## src/rtl/ram_sweep.sv

```systemverilog
// ram_sweep: parametrised word-addressed register RAM with a hardware clear engine.
// Combinational read, synchronous write. A clear request starts a sweep that
// writes the fill value to every word, one word per cycle, over DEPTH cycles.
// Optional feature macro: RAM_SWEEP_FILL_EN. When it is defined, the fill_i
// port is added and its value is captured when the sweep starts. Otherwise the
// sweep writes zero.
//
// state | meaning
// ------+-----------------------------------------------------------
// IDLE  | normal RAM operation; clear_i starts a sweep
// SWEEP | mem[ptr] <= fill each cycle; writes are dropped (drop_o)
module ram_sweep #(
  parameter int WIDTH  = 16,
  parameter int DEPTH  = 64,
  parameter int ADDR_W = $clog2(DEPTH)
) (
  input  logic              clk_i,
  input  logic              rst_i,
  input  logic [WIDTH-1:0]  in_i,
  input  logic              load_i,
  input  logic [ADDR_W-1:0] address_i,
  input  logic              clear_i,
`ifdef RAM_SWEEP_FILL_EN
  input  logic [WIDTH-1:0]  fill_i,
`endif
  output logic [WIDTH-1:0]  out_o,
  output logic              busy_o,
  output logic              done_o,
  output logic              drop_o
);

  typedef enum logic {IDLE = 1'b0, SWEEP = 1'b1} state_t;

  localparam logic [ADDR_W-1:0] LAST_PTR  = ADDR_W'(DEPTH - 1);
  localparam logic [ADDR_W:0]   DEPTH_EXT = (ADDR_W + 1)'(DEPTH);

  logic [WIDTH-1:0]  mem [DEPTH];
  state_t            state_q, state_d;
  logic [ADDR_W-1:0] ptr_q, ptr_d;
  logic              done_q, drop_q;
  logic              addr_ok, last_word, start;
  logic [WIDTH-1:0]  fill_val;

  // Out-of-range addresses exist when DEPTH is not a power of two.
  assign addr_ok   = ({1'b0, address_i} < DEPTH_EXT);
  assign last_word = (state_q == SWEEP) && (ptr_q == LAST_PTR);
  // A clear on the final sweep edge chains straight into a new sweep.
  assign start     = clear_i && ((state_q == IDLE) || last_word);

`ifdef RAM_SWEEP_FILL_EN
  logic [WIDTH-1:0] fill_q;

  // Capture the fill value when a sweep is accepted; held for the whole sweep.
  always_ff @(posedge clk_i) begin
    if (rst_i)      fill_q <= '0;
    else if (start) fill_q <= fill_i;
  end

  assign fill_val = fill_q;
`else
  assign fill_val = '0;
`endif

  // State register: FSM state, sweep pointer and the one-cycle status pulses.
  always_ff @(posedge clk_i) begin
    if (rst_i) begin
      state_q <= IDLE;
      ptr_q   <= '0;
      done_q  <= 1'b0;
      drop_q  <= 1'b0;
    end else begin
      state_q <= state_d;
      ptr_q   <= ptr_d;
      done_q  <= last_word;
      drop_q  <= (state_q == SWEEP) && load_i;
    end
  end

  // Next-state logic: the pointer stops at DEPTH-1, never walking past the array.
  always_comb begin
    state_d = state_q;
    ptr_d   = ptr_q;
    case (state_q)
      IDLE: begin
        if (clear_i) begin
          state_d = SWEEP;
          ptr_d   = '0;
        end
      end
      SWEEP: begin
        if (last_word) begin
          ptr_d   = '0;
          state_d = clear_i ? SWEEP : IDLE;
        end else begin
          ptr_d = ptr_q + 1'b1;
        end
      end
      default: begin
        state_d = IDLE;
        ptr_d   = '0;
      end
    endcase
  end

  // Output logic: status flags straight from the state register.
  always_comb begin
    busy_o = (state_q == SWEEP);
    done_o = done_q;
    drop_o = drop_q;
  end

  // Memory array: reset clears everything, the sweep owns the write port while busy.
  always_ff @(posedge clk_i) begin
    if (rst_i) begin
      for (int i = 0; i < DEPTH; i++) mem[i] <= '0;
    end else if (state_q == SWEEP) begin
      mem[ptr_q] <= fill_val;
    end else if (load_i && addr_ok) begin
      mem[address_i] <= in_i;
    end
  end

  // Combinational read; out-of-range addresses read as zero.
  always_comb begin
    out_o = '0;
    if (addr_ok) out_o = mem[address_i];
  end

endmodule

```

## config.mk

```make
export PLATFORM = sky130hd
export DESIGN_NAME = ram_sweep
export DESIGN_NICKNAME = d
export VERILOG_FILES = /design/src/rtl/ram_sweep.sv
export SDC_FILE = /design/constraint.sdc
export NUM_CORES = 1
export LEC_CHECK = 0
export ABC_AREA = 1
export BUFFER_PORTS_ARGS = -buffer_cell sky130_fd_sc_hd__buf_2
export CELL_PAD_IN_SITES_DETAIL_PLACEMENT = 2
export CELL_PAD_IN_SITES_GLOBAL_PLACEMENT = 2
export CORE_AREA = 3 3 327 329
export DETAILED_ROUTE_END_ITERATION = 16
export DIE_AREA = 0 0 330 332
export PLACE_DENSITY_LB_ADDON = 0.1
export SYNTH_ARGS = -nofsm -noshare
export SYNTH_HDL_FRONTEND = slang
export SYNTH_SLANG_ARGS = --single-unit
```

## constraint.sdc

```tcl
create_clock -name clk_i -period 7.2 [get_ports clk_i]
set_input_delay 0.72 -clock clk_i [delete_from_list [all_inputs] [get_ports clk_i]]
set_output_delay 0.72 -clock clk_i [all_outputs]
set_load 0.02 [all_outputs]
```

Word level (Yosys, flattened, before mapping)

Memories as Yosys holds them, arrays and structs flattened.
Index checks and enable logic that the tools add are counted.

Output and inout port bits: 19
Memories: 1
Input bits: 26
ROM bits: 0
Flip-flop bits (word level): 9
Bits in writable memories: 1024
Latch bits: 0

$lt $le $gt $ge: 0
Bitwise logic cells: 1
Muxes and demuxes: 21
Reductions and logical operators: 4
Shifts and indexed selects: 0
Add/sub/neg operators: 1
Divide/modulo/power cells: 0
Multiply operators: 0
Equality and inequality tests: 2

Memories:

| name | depth | bits a word | rd ports | clocked after Yosys merged registers in | write ports | RTL line | source |
|---|---|---|---|---|---|---|---|
| mem  | 64    | 16          | 1        | 0                                       | 64          | 37       | `logic [WIDTH-1:0] mem [DEPTH];` |

Operators with widths:

| cell                | count |
|---|---|
| $mux 16             | 2 |
| $reduce_or 16->1    | 2 |
| $mux 6              | 4 |
| $mux 1              | 13 |
| $pmux 6 s2          | 1 |
| $add 6x1->6 const B | 1 |
| $eq 6x6->1 const B  | 1 |
| $logic_and 1x1->1   | 2 |
| $ne 2x2->1 const B  | 1 |
| $pmux 1 s2          | 1 |
| $not 1->1           | 1 |

Longest topological paths before layout

Gate-level depths: netlist (run 1).

Depth in word-level cells: 6
Depth in mapped cells: 12

Worst setup path after synthesis (run 1)

No wires, ideal clock.

Path type: input-to-reg
From: in rst_i
To: mem mem[28][0], enable pin
Data required time: 6.828 ns
Buffers on the path: 3
Stages on the path: 10
Setup time: 0.372 ns
Arrival: 2.663 ns
Setup slack: 4.165 ns
Cells stage by stage: buf_6 > nor2_4 > nand2_2 > buf_6 > o21ai_0 > nand2_1 > nor3_1 > nand2_2 > buf_4 > nand2_1

RTL lines:

| item            | RTL line | source |
|---|---|---|
| start, declared | 18       | `input logic rst_i,` |
| end, declared   | 37       |  |

Worst setup path after layout (run 1)

From: in address_i[0]
To: out out_o[15]

Longest elaborated chain between the ends: 1

RTL lines:

| item            | RTL line | source |
|---|---|---|
| start, declared | 21       | `input logic [ADDR_W-1:0] address_i,` |
| $mem_v2 64x16   | --       |  |
| end, declared   | 26       | `output logic [WIDTH-1:0] out_o,` |

Every way passes these cells.

==> results of run 1 <==
-- final cells by class --
class	count	share of cell area, %
Sequential cell	1033	60.4
Clock inverter	75	1.01
Timing Repair Buffer	84	1.16
Multi-Input combinational cell	3413	28.1
Clock buffer	135	5.81
Antenna cell	3	0.0147
Inverter	21	0.191
Tap cell	1380	3.37
-- critical path, cell delays in order --
cell and delay (ns):
buf_8 0.41, buf_4 0.79, buf_4 0.80, nand2_1 0.15, nand3_1 0.16, nand3_1 0.11
nand2_1 0.18, nand2_1 0.11, nand3_1 0.18, nand3_1 0.20, nand2_1 0.30, buf_2 0.23
-- Yosys cell counts, types with 6 or more instances --
| cell | number |
|---|---|
| nand2_1 | 1407 |
| nor2_1 | 1041 |
| edfxtp_1 | 1024 |
| nand3_1 | 867 |
| clkbuf_1 | 314 |
| nand2_2 | 59 |
| buf_2 | 51 |
| buf_1 | 22 |
| inv_1 | 15 |
| dfxtp_1 | 9 |
| nor3_2 | 6 |
-- power breakdown --
part	leakage, nW	switching, mW	internal, mW
logic	6.21	0.941	0.212
registers	10.6	0.0719	6.81
clock network	1.73	2.52	3.11
total	18.6	3.53	10.1
-- cell usage in the layout, fill, tap and decap left out, types with 31 or more instances in the layout --
cell and count:
buf_4 37, nand2_1 1391, nand2_2 59, nor2_1 1041, edfxtp_1 1024, clkinv_2 32, buf_2 41, clkbuf_16 116
clkinv_1 31, nand3_1 867
-- registers in the layout (all words and copies together), names as in the netlist --
signal	count
busy_o	1
done_o	1
drop_o	1
mem	1024
ptr_q	6
-- layer usage --
metal / vias to the layer above / global-route usage [%]
met5: - / 0
met4: 6 / 11.0
met3: 348 / 6.02
met2: 1484 / 53.3
met1: 19296 / 45.1
li1: 15890 / -
-- logic make-up (layout without fill, tap and decap cells) --
family | Yosys count | in the layout | synth area share [%]
other cells | 0 | 3 | 0
buf+inv | 413 | 315 | 3.50
fa+ha+maj | 1 | 1 | 0.0267
compound gates | 14 | 14 | 0.203
flops | 1033 | 1033 | 66.1
simple gates | 3398 | 3398 | 30.2
-- path summary, 6_finish.rpt --
| path | from | endpoint | slack, ns | cells past startpoint |
|---|---|---|---|---|
| hold / removal | clear_i | busy_o$_SDFF_PP0_ | 0.26 | 3 |
| hold reg to reg | ptr_q[3]$_SDFFE_PP0P_ | ptr_q[3]$_SDFFE_PP0P_ | 0.50 | 2 |
| setup reg to reg | busy_o$_SDFF_PP0_ | mem[27][14]$_SDFFCE_PN0P_ | 3.05 | 8 |
| setup / recovery | address_i[0] | out_o[15] | 2.01 | 12 |
==> flow_metrics.env, run 1 <==
export IMPL_status="completed"
export IMPL_synth_top_area_cell="edfxtp_1"
export IMPL_power_density_mw_per_mm2=267
export IMPL_post_dp_hpwl_um=111000
export IMPL_drc=0
export IMPL_die_h_um=332
export IMPL_drt_pass1_iterations=5
export IMPL_start_util_pct=45.1
export IMPL_tns_ns=0
export IMPL_cts_root_buf="clkbuf_16"
export IMPL_min_period_over_period_pct=72.1
export IMPL_stdcell_area_sq_mm=0.0512
export IMPL_dp_cells=5931
export IMPL_synth_cell_types=27
export IMPL_grt_pass1_wl_um=265000
export IMPL_end_kind="primary output"
export IMPL_yosysTopAreaCellShare_pct=65.7
export IMPL_multi_input_area_sq_mm=0.0144
export IMPL_postRouteAntennaNets=0
export IMPL_overflow=0
export IMPL_hp_class="primary input to register"
export IMPL_cts_hold_buf=0
export IMPL_clkTransAtPathRegs_ns=0.06
export IMPL_ys_async_sr_fraction_pct=0
export IMPL_htreeDepth=3
export IMPL_synth_nets=4886
export IMPL_whs_ns=0.260
export IMPL_critPathKind="primary input to primary output"
export IMPL_grt_pass1_vias=38973
export IMPL_grt_usage_pct=33.0
export IMPL_num_rows=118
export IMPL_antenna_found_initial=6
export IMPL_num_fill_cells=10795
export IMPL_ctsResizeCount=0
export IMPL_synthCells=4859
export IMPL_ioPinCount=45
export IMPL_fin_nets=4694
export IMPL_start_kind="primary input"
export IMPL_grt_max_degree=188
export IMPL_cts_setup_buffers=0
export IMPL_placed_cell_area_sq_mm=0.0477
export IMPL_max_cap_viol_count=0
export IMPL_dieArea_sq_mm=0.110
export IMPL_wl_met1_um=74300
export IMPL_synth_edf_count=1024
export IMPL_path_max_fanout=79
export IMPL_setup_slack_ns=2.01
export IMPL_worstMarginPinSlew_ns=1.24
export IMPL_period_needed_ns=5.19
export IMPL_core_area_sq_mm=0.104
export IMPL_synth_seq_cells=1033
export IMPL_route_met2_wl_um=86700
export IMPL_route_met3_wl_um=14400
export IMPL_clockBufferDepth=3
export IMPL_p_leak_nw=18.6
export IMPL_totalPowerFinal_mw=13.7
export IMPL_clkLatencyLatePin_ns=0.71
export IMPL_synth_top_cells_by_area="edfxtp_1 (66%), nand2_1 (11%), nand3_1 (9.3%)"
export IMPL_slew_headroom_pct=17.2
export IMPL_cts_tree="done"
export IMPL_skew_ns=0.0168
export IMPL_rsz0062_at_grt="no"
export IMPL_avgSynthCellArea_sq_um=9.63
export IMPL_wl_um=182000
export IMPL_cts_made_buffers=114
export IMPL_vdd_drop_max_mv=0.224
export IMPL_cp_required_ns=6.48
export IMPL_vias=37024
export IMPL_clock_sinks=1033
export IMPL_syn_area_sq_mm=0.0468
export IMPL_wire_per_inst_um=29.6
export IMPL_maxSlewViolCount=0
export IMPL_cp_data_arrival_time_ns=4.47
export IMPL_yosys_warnings=0
export IMPL_drive_gt1_share_pct=7.33
export IMPL_fmax_mhz=193
export IMPL_register_area_sq_mm=0.0309
export IMPL_drt_iter0_markers=4104
export IMPL_place_ws_ns=2.23
export IMPL_syn2layout_area_growth_pct=9.44
export IMPL_ys_seq_area_share_pct=66.1
export IMPL_final_core_util_pct=49.3
export IMPL_gp_congestion=0.843
export IMPL_hold_viol=0
export IMPL_fp_dieW_um=330
export IMPL_routed_top_layer="met5"
export IMPL_avgViaCountPerCell=6.03
export IMPL_portBuffers=44
export IMPL_setup_viol=0
export IMPL_ys_flop_type="edfxtp_1"
export IMPL_layoutNonFillerInstCount=6144
(Power assumes the default switching activity.)
==> run 2, diff against run 1 <==
--- a/config.mk
+++ b/config.mk
@@ -9,9 +9,9 @@
 export BUFFER_PORTS_ARGS = -buffer_cell sky130_fd_sc_hd__buf_2
 export CELL_PAD_IN_SITES_DETAIL_PLACEMENT = 2
 export CELL_PAD_IN_SITES_GLOBAL_PLACEMENT = 2
-export CORE_AREA = 3 3 327 329
+export CORE_AREA = 3 3 342 344
 export DETAILED_ROUTE_END_ITERATION = 16
-export DIE_AREA = 0 0 330 332
+export DIE_AREA = 0 0 345 347
 export PLACE_DENSITY_LB_ADDON = 0.1
 export SYNTH_ARGS = -nofsm -noshare
 export SYNTH_HDL_FRONTEND = slang
==> constraint.sdc (replaced) <==
create_clock -name clk_i -period 5.4 [get_ports clk_i]
set_input_delay 0.54 -clock clk_i [delete_from_list [all_inputs] [get_ports clk_i]]
set_output_delay 0.54 -clock clk_i [all_outputs]
set_load 0.02 [all_outputs]
==> flow_metrics.env, run 2 (synthesis gave the netlist of run 1 again) <==
export IMPL_post_dp_hpwl_um=110000
export IMPL_wire_per_inst_um=28.0
export IMPL_worstMarginPinSlew_ns=1.18
export IMPL_cp_required_ns=4.86
export IMPL_p_int_mw=13.8
export IMPL_p_leak_nw=19.0
export IMPL_end_kind="primary output"
export IMPL_fp_dieW_um=345
export IMPL_fmax_mhz=254
export IMPL_grt_max_degree=157
export IMPL_num_fill_cells=11996
export IMPL_wl_um=178000
export IMPL_pwr_share_clk_pct=42.2
export IMPL_max_cap_viol_count=0
export IMPL_reg_top3="mem (1024), ptr_q (6)"
export IMPL_htreeDepth=3
export IMPL_num_rows=124
export IMPL_totalPowerFinal_mw=18.5
export IMPL_die_h_um=347
export IMPL_dieArea_sq_mm=0.120
export IMPL_rsz0062_at_grt="no"
export IMPL_overflow=0
export IMPL_setup_slack_ns=1.46
export IMPL_comb_power_share_pct=8.4
export IMPL_antenna_found_initial=2
export IMPL_period_needed_ns=3.94
export IMPL_min_period_over_period_pct=73.0
export IMPL_start_util_pct=41.0
export IMPL_clkTransAtPathRegs_ns=0.06
export IMPL_hp_class="primary input to register"
export IMPL_setup_viol=0
export IMPL_avgViaCountPerCell=5.76
export IMPL_syn2layout_area_growth_pct=11.4
export IMPL_portBuffers=44
export IMPL_drt_pass1_iterations=5
export IMPL_grt_pass1_vias=38342
export IMPL_clock_sinks=1033
export IMPL_slew_headroom_pct=21.3
export IMPL_drc=0
export IMPL_final_core_util_pct=45.7
export IMPL_path_max_fanout=65
export IMPL_cts_tree="done"
export IMPL_cts_made_buffers=117
export IMPL_r2r_slack_ns=1.59
export IMPL_stdcell_area_sq_mm=0.0522
export IMPL_ioPinCount=45
export IMPL_drt_iter0_markers=3410
export IMPL_clockBufferDepth=3
export IMPL_cts_root_buf="clkbuf_16"
export IMPL_cts_setup_buffers=0
export IMPL_status="completed"
export IMPL_final_common_cell="nand2_1"
export IMPL_drive_gt1_share_pct=8.68
export IMPL_fin_nets=4763
export IMPL_place_ws_ns=1.23
export IMPL_vdd_drop_max_mv=0.356
export IMPL_tns_ns=0
export IMPL_grt_usage_pct=29.3
export IMPL_swShare_pct=25.4
export IMPL_gp_congestion=0.814
export IMPL_cp_data_arrival_time_ns=3.40
export IMPL_critPathKind="primary input to primary output"
export IMPL_regMostFlops="mem"
export IMPL_skew_ns=0.0304
export IMPL_power_density_mw_per_mm2=355
export IMPL_start_kind="primary input"
export IMPL_vias=36566
export IMPL_final_cell_mix="nand2_1 (1391), nor2_1 (1041), edfxtp_1 (1024)"
export IMPL_largest_reg_flops=1024
export IMPL_grt_pass1_wl_um=262000
export IMPL_ctsResizeCount=0
export IMPL_postRouteAntennaNets=0
export IMPL_maxSlewViolCount=0
export IMPL_p_switching_mw=4.71
export IMPL_core_area_sq_mm=0.114
export IMPL_hold_viol=0
export IMPL_placed_cell_area_sq_mm=0.0485
export IMPL_clkLatencyLatePin_ns=0.73
export IMPL_cts_hold_buf=0
export IMPL_p_seq_share_pct=49.5
==> run 2: cell types whose count changed in the layout (fill, tap and decap cells not counted), sizes merged <==
cell and change:
buf +66, clkbuf +16, clkinv -4, clkinvlp -2, diode -2, bufinv +1, inv +1
==> run 2: metal layers <==
layer	track usage [%]	vias up	wire, um
li1	-	16010	-
met1	41.4	19158	78500
met2	47.9	1149	83900
met3	3.88	247	10700
met4	7.83	2	4580
met5	0	-	13
==> run 2: metrics by stage <==
| stage | cells | hold WS [ns] |
|---|---|---|
| after detailed placement | 6129 | 0.476 |
| after floorplan | 4859 | 0.442 |
| final | 6352 | 0.0859 |
| after global placement | 6129 | 0.455 |
| after global routing | 6351 | 0.0823 |
| after CTS | 6351 | 0.0375 |
==> run 2: cell type report <==
| cell class | instances | area (sq um) | share of cell area [%] |
|---|---|---|---|
| diodes | 1 | 2.50 | 0.00480 |
| multi-input cells | 3413 | 14400 | 27.5 |
| well taps | 1512 | 1890 | 3.63 |
| inverters | 21 | 97.6 | 0.187 |
| clock buffers | 151 | 3200 | 6.14 |
| repair buffers | 150 | 1190 | 2.28 |
| clock inverters | 71 | 490 | 0.940 |
| flip-flops and latches | 1033 | 30900 | 59.3 |
==> run 2: worst paths after layout <==
kind | startpoint | to | depth (start not counted)
worst max register to register | busy_o$_SDFF_PP0_ | mem[14][15]$_SDFFCE_PN0P_ | 8
worst max-delay path | address_i[2] | out_o[11] | 10
worst min-delay path | clear_i | busy_o$_SDFF_PP0_ | 3
worst min register to register | ptr_q[3]$_SDFFE_PP0P_ | ptr_q[3]$_SDFFE_PP0P_ | 2
==> run 2: power by group through the flow <==
| stage | clock network (mW) | registers [mW] | logic [mW] |
|---|---|---|---|
| floorplan | 0 | 9.29 | 0.842 |
| global placement | 0 | 9.31 | 1.49 |
| detailed placement | 0 | 9.33 | 1.53 |
| CTS | 7.89 | 9.17 | 1.54 |
| global route | 8.20 | 9.19 | 1.66 |
| finish | 7.81 | 9.17 | 1.55 |
==> run 2: critical path: stages <==
cell,delay [ns]
buf_4,0.25
inv_4,0.72
buf_12,0.38
nand3_1,0.14
nand2_1,0.13
nand2_1,0.14
nand3_1,0.20
nand3_1,0.17
nand2_1,0.25
buf_2,0.21
